File: src/rtl/fetch_pc_if.sv
// fetch_pc_if
// Bundles the three handshakes around the fetch sequencer:
//   branch resolution in  : branch_valid, branch_taken, branch_target
//   instruction memory    : imem_req_valid/ready/addr out, imem_rsp_valid/data back
//   decode hand-off       : instr_valid/data/pc out, instr_ready back
// The master modport is the fetch unit; the slave modport is its environment
// (control-flow units, instruction memory and decode seen as one party).
interface fetch_pc_if #(
    parameter int ADDR_W  = 19,
    parameter int INSTR_W = 19
);
    logic               branch_valid;
    logic               branch_taken;
    logic [ADDR_W-1:0]  branch_target;

    logic               imem_req_valid;
    logic               imem_req_ready;
    logic [ADDR_W-1:0]  imem_req_addr;
    logic               imem_rsp_valid;
    logic [INSTR_W-1:0] imem_rsp_data;

    logic               instr_valid;
    logic               instr_ready;
    logic [INSTR_W-1:0] instr_data;
    logic [ADDR_W-1:0]  instr_pc;

    modport master (
        input  branch_valid, branch_taken, branch_target,
        output imem_req_valid, imem_req_addr,
        input  imem_req_ready, imem_rsp_valid, imem_rsp_data,
        output instr_valid, instr_data, instr_pc,
        input  instr_ready
    );

    modport slave (
        output branch_valid, branch_taken, branch_target,
        input  imem_req_valid, imem_req_addr,
        output imem_req_ready, imem_rsp_valid, imem_rsp_data,
        input  instr_valid, instr_data, instr_pc,
        output instr_ready
    );
endinterface

File: src/rtl/fetch_pc_unit.sv
// fetch_pc_unit
// Holds the architectural PC of the 19-bit core, issues one fetch at a time to
// instruction memory and buffers the returned word for decode. A taken branch
// redirects the PC from any state and squashes whatever fetch is in flight or
// buffered.
// Ports:
//   clk  : rising-edge clock
//   rst  : synchronous active-high reset
//   bus  : fetch_pc_if.master (branch input, imem request/response, decode output)
module fetch_pc_unit #(
    parameter int               ADDR_W   = 19,
    parameter int               INSTR_W  = 19,
    parameter logic [ADDR_W-1:0] RESET_PC = '0
) (
    input  logic       clk,
    input  logic       rst,
    fetch_pc_if.master bus
);

    typedef enum logic [1:0] {
        ST_REQ,
        ST_WAIT,
        ST_DRAIN,
        ST_HOLD
    } state_t;

    state_t             state_q, state_d;
    logic [ADDR_W-1:0]  pc_q, pc_d;
    logic [INSTR_W-1:0] data_q;
    logic [ADDR_W-1:0]  ipc_q;
    logic               latch_rsp;
    logic               taken;
    logic               handshake;

    assign taken     = bus.branch_valid & bus.branch_taken;
    assign handshake = bus.imem_req_valid & bus.imem_req_ready;

    // Request is suppressed during reset so memory never sees a fetch from a
    // state that is about to be discarded.
    assign bus.imem_req_valid = (state_q == ST_REQ) & ~rst;
    assign bus.imem_req_addr  = pc_q;
    assign bus.instr_valid    = (state_q == ST_HOLD);
    assign bus.instr_data     = data_q;
    assign bus.instr_pc       = ipc_q;

    // State, PC and the decode buffer. The buffer is only written when a
    // non-squashed response lands in WAIT, so it stays stable while decode stalls.
    always_ff @(posedge clk) begin
        if (rst) begin
            state_q <= ST_REQ;
            pc_q    <= RESET_PC;
            data_q  <= '0;
            ipc_q   <= '0;
        end else begin
            state_q <= state_d;
            pc_q    <= pc_d;
            if (latch_rsp) begin
                data_q <= bus.imem_rsp_data;
                ipc_q  <= pc_q;
            end
        end
    end

    // Next-state logic. A taken branch always overrides the PC; the state only
    // decides whether a stale response still has to be swallowed (DRAIN) before
    // the redirected fetch can go out. A branch in HOLD beats a same-cycle
    // decode accept, so the PC becomes the target rather than target+1.
    always_comb begin
        state_d   = state_q;
        pc_d      = pc_q;
        latch_rsp = 1'b0;
        case (state_q)
            ST_REQ: begin
                if (handshake) begin
                    state_d = taken ? ST_DRAIN : ST_WAIT;
                end
            end
            ST_WAIT: begin
                if (bus.imem_rsp_valid) begin
                    if (taken) begin
                        state_d = ST_REQ;
                    end else begin
                        latch_rsp = 1'b1;
                        state_d   = ST_HOLD;
                    end
                end else if (taken) begin
                    state_d = ST_DRAIN;
                end
            end
            ST_DRAIN: begin
                if (bus.imem_rsp_valid) begin
                    state_d = ST_REQ;
                end
            end
            ST_HOLD: begin
                if (taken) begin
                    state_d = ST_REQ;
                end else if (bus.instr_ready) begin
                    state_d = ST_REQ;
                    pc_d    = pc_q + ADDR_W'(1);
                end
            end
            default: state_d = ST_REQ;
        endcase
        if (taken) begin
            pc_d = bus.branch_target;
        end
    end

endmodule

File: src/flat_wrapper.sv
// flat-port wrapper written by rule: the top's interface ports become plain ports
module fetch_pc_unit_flat 
#(
    parameter int               ADDR_W   = 19,
    parameter int               INSTR_W  = 19,
    parameter logic [ADDR_W-1:0] RESET_PC = '0
)
  (clk, rst, bus_branch_valid, bus_branch_taken, bus_branch_target, bus_imem_req_valid, bus_imem_req_addr, bus_imem_req_ready, bus_imem_rsp_valid, bus_imem_rsp_data, bus_instr_valid, bus_instr_data, bus_instr_pc, bus_instr_ready);
  fetch_pc_if #(.ADDR_W(ADDR_W), .INSTR_W(INSTR_W)) bus_i ();
  input  logic clk;
  input  logic rst;
  input wire logic [$bits(bus_i.branch_valid)-1:0] bus_branch_valid;
  input wire logic [$bits(bus_i.branch_taken)-1:0] bus_branch_taken;
  input wire logic [$bits(bus_i.branch_target)-1:0] bus_branch_target;
  output wire logic [$bits(bus_i.imem_req_valid)-1:0] bus_imem_req_valid;
  output wire logic [$bits(bus_i.imem_req_addr)-1:0] bus_imem_req_addr;
  input wire logic [$bits(bus_i.imem_req_ready)-1:0] bus_imem_req_ready;
  input wire logic [$bits(bus_i.imem_rsp_valid)-1:0] bus_imem_rsp_valid;
  input wire logic [$bits(bus_i.imem_rsp_data)-1:0] bus_imem_rsp_data;
  output wire logic [$bits(bus_i.instr_valid)-1:0] bus_instr_valid;
  output wire logic [$bits(bus_i.instr_data)-1:0] bus_instr_data;
  output wire logic [$bits(bus_i.instr_pc)-1:0] bus_instr_pc;
  input wire logic [$bits(bus_i.instr_ready)-1:0] bus_instr_ready;
  assign bus_i.branch_valid = bus_branch_valid;
  assign bus_i.branch_taken = bus_branch_taken;
  assign bus_i.branch_target = bus_branch_target;
  assign bus_imem_req_valid = bus_i.imem_req_valid;
  assign bus_imem_req_addr = bus_i.imem_req_addr;
  assign bus_i.imem_req_ready = bus_imem_req_ready;
  assign bus_i.imem_rsp_valid = bus_imem_rsp_valid;
  assign bus_i.imem_rsp_data = bus_imem_rsp_data;
  assign bus_instr_valid = bus_i.instr_valid;
  assign bus_instr_data = bus_i.instr_data;
  assign bus_instr_pc = bus_i.instr_pc;
  assign bus_i.instr_ready = bus_instr_ready;
  fetch_pc_unit #(.ADDR_W(ADDR_W), .INSTR_W(INSTR_W), .RESET_PC(RESET_PC)) u_core (.clk(clk), .rst(rst), .bus(bus_i));
endmodule
File: config.mk
export PLATFORM = sky130hd
export DESIGN_NAME = fetch_pc_unit_flat
export DESIGN_NICKNAME = d
export VERILOG_FILES = /design/src/rtl/fetch_pc_if.sv /design/src/rtl/fetch_pc_unit.sv /design/src/flat_wrapper.sv
export SDC_FILE = /design/constraint.sdc
export NUM_CORES = 1
export LEC_CHECK = 0
export ABC_CLOCK_PERIOD_IN_PS = 2750
export BUFFER_PORTS_ARGS = -buffer_cell sky130_fd_sc_hd__buf_2
export CAP_MARGIN = 10
export CORE_MARGIN = 3
export CORE_UTILIZATION = 40
export CTS_CLUSTER_DIAMETER = 40
export CTS_CLUSTER_SIZE = 40
export DETAILED_ROUTE_END_ITERATION = 12
export GPL_ROUTABILITY_DRIVEN = 0
export GPL_TIMING_DRIVEN = 0
export PLACE_DENSITY = 0.69
export SLEW_MARGIN = 10
export SYNTH_ARGS = -nofsm -noshare
export SYNTH_HDL_FRONTEND = slang
export SYNTH_SLANG_ARGS = --single-unit
File: constraint.sdc
create_clock -name clk -period 2.75 [get_ports clk]
set_input_delay 0.4125 -clock clk [delete_from_list [all_inputs] [get_ports clk]]
set_output_delay 0.4125 -clock clk [all_outputs]
set_load 0.05 [all_outputs]
==> results.yml, run 1 <==
clocking:
  cts_hold_buf: 0
  cts.clk_slew.worst_paths_ns: 0.06
  post_cts_buffers: 0
  ctsResizeCount: 0
  clock-sinks: 59
  cts_made_buffers: 9
  h-tree-depth: 3
  cts_root_buf: "clkbuf_8"
  clkLatencyLatePin_ns: 0.33
  cts.path.max_buffers: 2
  cts_tree: "yes"
worst_setup_path:
  cp-start-kind: "flop"
  endpoint_kind: "flop"
  worstPathRequired_ns: 2.98
  cp_max_fo: 8
  critical_path_class: "flop to flop"
  critPathArrivalTime_ns: 2.14
floorplan:
  core_area_um2: 5960
  initial_utilization_pct: 41.7
  io_pins: 104
  die_w_um: 84.8
  core.rowCount: 28
  fp.dieH_um: 84.8
  fp.dieArea_um2: 7190
power_and_ir_drop:
  p_leak_nw: 1.38
  powerDensity_nw_per_um2: 595
  p_int_mw: 1.37
  pwr-share-clk_pct: 36.4
  pwr-share-comb_pct: 16.0
  seqPwrFrac_pct: 47.6
  ir_worst_vdd_uv: 269
  switching_share_pct: 29.4
  p_total_mw: 1.94
  switching_power_mw: 0.570
sta:
  fin_skew_ns: 0.00729
  slew_headroom_pct: 44.6
  fin_crit_sh_pct: 69.5
  slew_violations: 0
  tns_ns: 0
  min_period_ns: 1.91
  hold_viol: 0
  timing_worst_slew_pin_value_ns: 0.825
  rsz0062_at_grt: "false"
  setup_viol: 0
  max_freq_mhz: 523
finish:
  n_antenna_cell: 0
  layout.nets: 474
  layout-drive-gt1-share_pct: 29.2
  final_core_util_pct: 54.8
  final_area_um2: 3270
  syn2layout_area_growth_pct: 31.6
  final_cell_count_no_fill: 507
drt:
  wl_met2_um: 3170
  drt-total-wl_um: 6730
  num_vias: 2587
  ant_nets: 0
  wl_met1_um: 3010
  wl_met3_um: 402
  highest_layer: "met4"
  drt_iter0_markers: 85
  wl_per_cell_um: 13.3
  routed_via_density: 5.10
  drc: 0
  drt_pass1_iterations: 4
synthesis:
  synthCells: 315
  syn_nets: 361
  synth_edf_count: 0
  syn-cell-area_um2: 2480
  ys_seq_elements: 59
  synthFlopType: "dfxtp_1"
  avgSynthCellArea_um2: 7.88
  ys_seq_area_share_pct: 47.6
  yosysWarnings: 0
  async_flop_share_pct: 0
  synthDistinctLibCells: 34
placed_design:
  dp.cells: 492
  io_buffers: 102
  place_area_um2: 3090
  hpwl_um: 4970
min_path:
  hp-class: "input pin to flop"
global_routing:
  grt_overflow: 0
  grt_max_degree: 11
  grt_antenna_before_repair: 0
  track_usage_pct: 18.8
  grt_pass1_vias: 2307
  grt_pass1_wl_um: 11000
job:
  maxCapViolCount: 0
run_status:
  status: "complete, no violations"
==> critical path, cell delays in order, from the launching register on <==
cell and delay, ns:
dfxtp_1 0.47, nand4_4 0.20, nor3_1 0.72, a211oi_1 0.17
nor4_1 0.27
==> state kept, by name, indices dropped and copies added, names as in the netlist <==
name / cells
u_core.bus.instr_data: 19
u_core.bus.instr_pc: 19
u_core.bus.imem_req_addr: 19
u_core.state_q: 2
==> layout make-up <==
| type | count | area (µm²) |
|---|---|---|
| Fill cell | 605 | 2690 |
| Sequential cell | 59 | 1180 |
| Multi-Input combinational cell | 224 | 1170 |
| Timing Repair Buffer | 102 | 510 |
| Clock buffer | 13 | 169 |
| Tap cell | 75 | 93.8 |
| Buffer | 23 | 92.6 |
| Inverter | 9 | 33.8 |
| Clock inverter | 2 | 10.0 |
==> cell usage in the layout, fill, tap and decap left out, types with 3 or more instances in the layout <==
master	instances
nand4_1	5
nor4_1	6
xnor2_1	7
buf_1	5
nand2_1	82
inv_1	9
nor3_1	9
a21oi_1	39
or3_1	5
o21ai_0	3
a211oi_1	13
a311oi_1	6
clkbuf_8	12
nand3_1	6
clkbuf_1	14
nor2_1	23
dfxtp_1	59
buf_2	106
==> cells by family after synthesis <==
family / after synthesis / share of synthesized area [%]
fa+ha+maj: 1 / 0.504
compound gates: 70 / 17.5
mux: 1 / 0.403
xor+xnor: 9 / 3.18
buf+inv: 32 / 5.09
simple gates: 143 / 25.8
flops: 59 / 47.6
==> metal layers <==
layer | up-vias | GRT usage (%)
li1 | 1312 | -
met1 | 1182 | 24.9
met2 | 81 | 29.6
met3 | 12 | 3.14
met4 | 0 | 9.50
met5 | - | 0
==> power by group through the flow <==
stage | registers (mW) | logic [mW] | clock network, mW
floorplan | 1.05 | 0.110 | 0
global placement | 0.943 | 0.310 | 0
detailed placement | 0.943 | 0.313 | 0
CTS | 0.924 | 0.313 | 0.728
global route | 0.929 | 0.336 | 0.771
finish | 0.924 | 0.311 | 0.707
==> path summary, 6_finish.rpt <==
| kind | from | endpoint | slack, ns | cells after the start |
|---|---|---|---|---|
| hold reg to reg | u_core.bus.instr_data[16] | u_core.bus.instr_data[16] | 0.45 | 2 |
| setup reg to reg | u_core.bus.imem_req_addr[3] | u_core.bus.imem_req_addr[7] | 0.84 | 4 |
| hold / removal | bus_imem_rsp_data[16] | u_core.bus.instr_data[16] | 0.32 | 3 |
| setup / recovery | u_core.bus.imem_req_addr[3] | u_core.bus.imem_req_addr[7] | 0.84 | 4 |
==> per-stage QoR <==
| stage | hold WS [ns] | worst slack (ns) |
|---|---|---|
| after detailed placement | 0.445 | 0.672 |
| after global placement | 0.438 | 0.710 |
| after global routing | 0.316 | 0.655 |
| after CTS | 0.311 | 0.833 |
| after floorplan | 0.549 | 0.547 |
| final | 0.324 | 0.840 |
==> Yosys cell counts, drive strengths merged, types with 3 or more instances <==
master	n	area, µm²
or3	6	42.5
nand4	6	52.6
nand3	6	30.0
nor4	6	37.5
xnor2	7	61.3
a211oi	13	97.6
nor2	23	86.3
nor3	9	45.0
buf	9	38.8
dfxtp	59	1180
a21oi	39	195
nand2	82	308
clkbuf	14	53.8
inv	9	33.8
a311oi	6	52.6
o21ai	3	15.0
No activity file was read; power rests on OpenSTA's default activity.
==> run 2, diff against run 1 <==
--- a/config.mk
+++ b/config.mk
@@ -5,7 +5,7 @@
 export SDC_FILE = /design/constraint.sdc
 export NUM_CORES = 1
 export LEC_CHECK = 0
-export ABC_CLOCK_PERIOD_IN_PS = 2750
+export ABC_CLOCK_PERIOD_IN_PS = 1740
 export BUFFER_PORTS_ARGS = -buffer_cell sky130_fd_sc_hd__buf_2
 export CAP_MARGIN = 10
 export CORE_MARGIN = 3
@@ -15,7 +15,7 @@
 export DETAILED_ROUTE_END_ITERATION = 12
 export GPL_ROUTABILITY_DRIVEN = 0
 export GPL_TIMING_DRIVEN = 0
-export PLACE_DENSITY = 0.69
+export PLACE_DENSITY = 0.71
 export SLEW_MARGIN = 10
 export SYNTH_ARGS = -nofsm -noshare
 export SYNTH_HDL_FRONTEND = slang
==> constraint.sdc (replaced) <==
create_clock -name clk -period 1.74 [get_ports clk]
set_input_delay 0.261 -clock clk [delete_from_list [all_inputs] [get_ports clk]]
set_output_delay 0.261 -clock clk [all_outputs]
set_load 0.05 [all_outputs]
==> run 2 against run 1 <==
  * Wire length about the same
  * Global-route usage shrank 0.33 points
  * Critical path depth up 1
  * Clock power up 56%
  * Register-to-register slack worse by 0.74 ns
  * Die area unchanged
  * Critical endpoint is now u_core.bus.imem_req_addr[11]
==> results.yml, run 2 (synthesized netlist as in run 1, its figures left out) <==
drt:
  wl_per_cell_um: 13.2
  routed_via_density: 4.97
  drt_pass1_iterations: 4
  ant_nets: 0
  drc: 0
  num_vias: 2541
  drt-total-wl_um: 6730
  drt_iter0_markers: 98
finish:
  final_cell_mix: "buf_2, nand2_1, dfxtp_1"
  n_fill_cell: 591
  mostFrequentLayoutCell: "buf_2"
  syn2layout_area_growth_pct: 35.4
  final_core_util_pct: 56.4
  final_cell_count_no_fill: 511
  layout.nets: 477
  layout-drive-gt1-share_pct: 34.2
  n_antenna_cell: 0
clocking:
  cts.path.max_buffers: 2
  clock-sinks: 59
  cts_root_buf: "clkbuf_8"
  cts_made_buffers: 9
  h-tree-depth: 3
  cts_tree: "yes"
  cts.clk_slew.worst_paths_ns: 0.07
  cts_hold_buf: 0
  clkLatencyLatePin_ns: 0.33
worst_setup_path:
  worstPathRequired_ns: 1.98
  cp-start-kind: "flop"
  r2r-start: "u_core.state_q[0]"
  critPathLaunch: "u_core.state_q[0]"
  critical_path_class: "flop to flop"
  reg2reg_depth: 5
  cp_max_fo: 9
  cp_cell_sequence: "buf_4 > nand2_4 > or3_4 > or3_1 > a311oi_1"
  cp_slowest_cell: "or3_4"
  critPathArrivalTime_ns: 1.88
  endpoint_kind: "flop"
  cp_slowest_stage_delay_ns: 0.40
sta:
  max_freq_mhz: 610
  fin_crit_sh_pct: 94.3
  min_period_ns: 1.64
  finalWorstSetupSlack_ns: 0.100
  slew_headroom_pct: 65.8
  fin_skew_ns: 0.0102
  timing_worst_slew_pin_value_ns: 0.513
  setup_viol: 0
  rsz0062_at_grt: "false"
  slew_violations: 0
  hold_viol: 0
  whs_ns: 0.163
global_routing:
  grt_max_degree: 11
  grt_antenna_before_repair: 0
  grt_pass1_wl_um: 10700
  track_usage_pct: 18.5
  grt_pass1_vias: 2302
  grt_overflow: 0
placed_design:
  io_buffers: 102
  dp.cells: 492
  place_ws_ns: -0.228
  hpwl_um: 5000
power_and_ir_drop:
  ir_worst_vdd_uv: 535
  powerDensity_nw_per_um2: 910
  p_leak_nw: 1.42
  p_total_mw: 3.06
floorplan:
  fp.dieArea_um2: 7190
  initial_utilization_pct: 41.7
  io_pins: 104
  core_area_um2: 5960
  fp.dieH_um: 84.8
  die_w_um: 84.8
  core.rowCount: 28
min_path:
  hold_depth: 3
  hp-class: "input pin to flop"
  min-delay-start: "bus_imem_rsp_data[14]"
run_status:
  status: "complete, no violations"
job:
  maxCapViolCount: 0
run 2: changes by cell type in the layout (fill, tap and decap cells not counted), moves of 2 or more:
cell	previous run	this run
dfxtp_2	0	5
dfxtp_4	0	5
nor3_1	9	7
dfxtp_1	59	49
nor4_1	6	3
nor3_2	0	2
nor4_2	0	3
buf_1	5	2
buf_4	0	6
run 2: stage by stage:
stage	TNS, ns	cell area (µm²)
2_1_floorplan	-0.0861	2510
3_3_place_gp	-3.28	3110
3_5_place_dp	-4.34	3110
4_1_cts	0	3310
5_1_grt	0	3360
6_report	0	3360
run 2: what timing repair did:
action                     CTS  global route
setup endpoints to repair   20            31
resized for setup            6            11
pin swaps                    1             4
buffers inserted             1             3
run 2: final timing paths:
check / endpoint / slack [ns]
min reg2reg: u_core.bus.instr_data[12] / 0.45
max: u_core.bus.imem_req_addr[11] / 0.10
min: u_core.bus.instr_data[14] / 0.16
max reg2reg: u_core.bus.imem_req_addr[11] / 0.10
run 2: layout make-up:
cell class	count	area (µm²)	area share, %
Multi-Input combinational cell	224	1210	36.1
Sequential cell	59	1210	35.9
Timing Repair Buffer	106	541	16.1
Clock buffer	14	163	4.84
Buffer	22	100	2.98
Tap cell	75	93.8	2.79
Inverter	9	33.8	1.01
Clock inverter	2	10.0	0.298
run 2: critical path: cells and delay by family, from the launching register on:
family / cells / cell delay [ns]
and+or+nand+nor: 3 / 0.83
buffers and inverters: 1 / 0.16
DFF: 1 / 0.31
AOI/OAI and AO/OA: 1 / 0.25
run 2: routing by layer:
layer  vias up  share of wire, %  global-route usage [%]
li1       1321                 -                       -
met1      1139                44                    22.0
met2        73                48                    31.6
met3         8               6.1                    3.63
met4         0               1.7                    9.50
met5         -                 0                       0
run 2: report_power, final:
group | total, mW | switching (mW) | internal (mW) | leakage (nW)
clock network | 1.10 | 0.507 | 0.592 | 0.0905
logic | 0.497 | 0.351 | 0.147 | 0.841
registers | 1.46 | 0.0575 | 1.41 | 0.486
total | 3.06 | 0.915 | 2.14 | 1.42
==> run 3, diff against run 2 <==
--- a/config.mk
+++ b/config.mk
@@ -9,13 +9,13 @@
 export BUFFER_PORTS_ARGS = -buffer_cell sky130_fd_sc_hd__buf_2
 export CAP_MARGIN = 10
 export CORE_MARGIN = 3
-export CORE_UTILIZATION = 40
+export CORE_UTILIZATION = 43
 export CTS_CLUSTER_DIAMETER = 40
 export CTS_CLUSTER_SIZE = 40
 export DETAILED_ROUTE_END_ITERATION = 12
 export GPL_ROUTABILITY_DRIVEN = 0
 export GPL_TIMING_DRIVEN = 0
-export PLACE_DENSITY = 0.71
+export PLACE_DENSITY = 0.76
 export SLEW_MARGIN = 10
 export SYNTH_ARGS = -nofsm -noshare
 export SYNTH_HDL_FRONTEND = slang
==> run 3 against run 2 <==
  * Non-clock buffer count up 3
  * Utilization up 5.1 points
  * Largest power group unchanged
  * Hold slack better by 0.0056 ns
  * Final cell count unchanged
  * Clock-buffer cell count unchanged
==> results.yml, run 3 (synthesized netlist as in run 1, its figures left out) <==
run_status:
  status: "complete, no violations"
placed_design:
  dp.cells: 489
  hpwl_um: 5040
  io_buffers: 102
sta:
  min_period_ns: 1.67
  timing_worst_slew_pin_value_ns: 0.527
  slew_headroom_pct: 64.6
  slew_violations: 0
  fin_crit_sh_pct: 95.9
  fin_skew_ns: 0.00699
  max_freq_mhz: 599
  setup_viol: 0
  tns_ns: 0
  whs_ns: 0.168
  hold_viol: 0
drt:
  drt-total-wl_um: 7020
  num_vias: 2624
  routed_via_density: 5.14
  ant_nets: 0
  drc: 0
  wl_per_cell_um: 13.7
  drt_iter0_markers: 117
  drt_pass1_iterations: 4
power_and_ir_drop:
  p_leak_nw: 1.45
  p_total_mw: 3.18
  powerDensity_nw_per_um2: 933
  ir_worst_vdd_uv: 539
finish:
  final_cell_count_no_fill: 511
  layout-drive-gt1-share_pct: 34.4
  final_cell_mix: "buf_2, nand2_1, dfxtp_1"
  layout.nets: 480
  mostFrequentLayoutCell: "buf_2"
  syn2layout_area_growth_pct: 37.2
  n_antenna_cell: 0
floorplan:
  fp.dieArea_um2: 6720
  die_w_um: 82.0
  core.rowCount: 27
  fp.dieH_um: 82.0
  initial_utilization_pct: 44.8
  core_area_um2: 5540
  io_pins: 104
worst_setup_path:
  cp-start-kind: "flop"
  endpoint_kind: "flop"
  reg2reg_setup_slack_ns: 0.07
  critical_path_class: "flop to flop"
  cp_max_fo: 8
  worstPathRequired_ns: 1.98
  critPathArrivalTime_ns: 1.91
global_routing:
  grt_antenna_before_repair: 0
  track_usage_pct: 20.4
  grt_max_degree: 11
  grt_overflow: 0
  grt_pass1_vias: 2236
  grt_pass1_wl_um: 10500
job:
  maxCapViolCount: 0
clocking:
  cts.path.max_buffers: 2
  cts_made_buffers: 9
  clock-sinks: 59
  cts_tree: "yes"
  cts.clk_slew.worst_paths_ns: 0.07
  clkLatencyLatePin_ns: 0.33
  h-tree-depth: 3
  cts_root_buf: "clkbuf_8"
min_path:
  hp-class: "input pin to flop"
==> run 3: changes by cell type in the layout (fill, tap and decap cells not counted), sizes merged <==
cell	previous run	this run
buf	113	115
bufinv	0	1
clkbuf	29	30
clkinv	2	1
==> run 3: stage by stage <==
step	utilization (%)	cell area, µm²	setup WS [ns]
floorplan	-	2510	-0.0861
global placement	56.1	3110	-0.170
detailed placement	56.1	3110	-0.242
CTS	60.3	3340	0.00466
global route	61.5	3410	-0.00225
finish	61.5	3410	0.0705
==> run 3: layout make-up <==
type	instances	area [µm²]
Multi-Input combinational cell	224	1220
Buffer	22	108
Tap cell	72	90.1
Timing Repair Buffer	109	563
Clock inverter	2	35.0
Clock buffer	14	153
Inverter	9	33.8
Sequential cell	59	1200
Fill cell	519	2130
==> run 3: metal layers <==
| metal | track usage (%) | share of wire (%) |
|---|---|---|
| met1 | 25.0 | 43 |
| met2 | 33.8 | 48 |
| met3 | 3.95 | 6.6 |
| met4 | 11.0 | 1.7 |
| met5 | 0 | 0 |
==> run 3: path summary, 6_finish.rpt <==
check / end / startpoint / cells past startpoint
max: u_core.bus.imem_req_addr[11] / u_core.state_q[0] / 5
min: u_core.bus.instr_data[3] / bus_imem_rsp_data[3] / 3
max reg2reg: u_core.bus.imem_req_addr[11] / u_core.state_q[0] / 5
min reg2reg: u_core.bus.instr_data[15] / u_core.bus.instr_data[15] / 2
==> run 3: critical path: stages, from the launching register on <==
cell	delay (ns)
dfxtp_1	0.33
buf_6	0.13
nand2_4	0.08
or3_4	0.42
or3_1	0.36
a311oi_1	0.26
==> run 3: power breakdown <==
group	switching [mW]	leakage [nW]	total, mW	internal [mW]
Clock	0.502	0.0947	1.20	0.701
Sequential	0.0600	0.485	1.47	1.41
Combinational	0.355	0.873	0.509	0.154
Total	0.917	1.45	3.18	2.26
==> run 3: repair_timing <==
item                                    in CTS  in global routing
resized for setup                            7                 11
setup buffers                                2                  5
endpoints found under the setup margin      18                 32
pin swaps                                    2                  4
hold buffers                                 0                  0
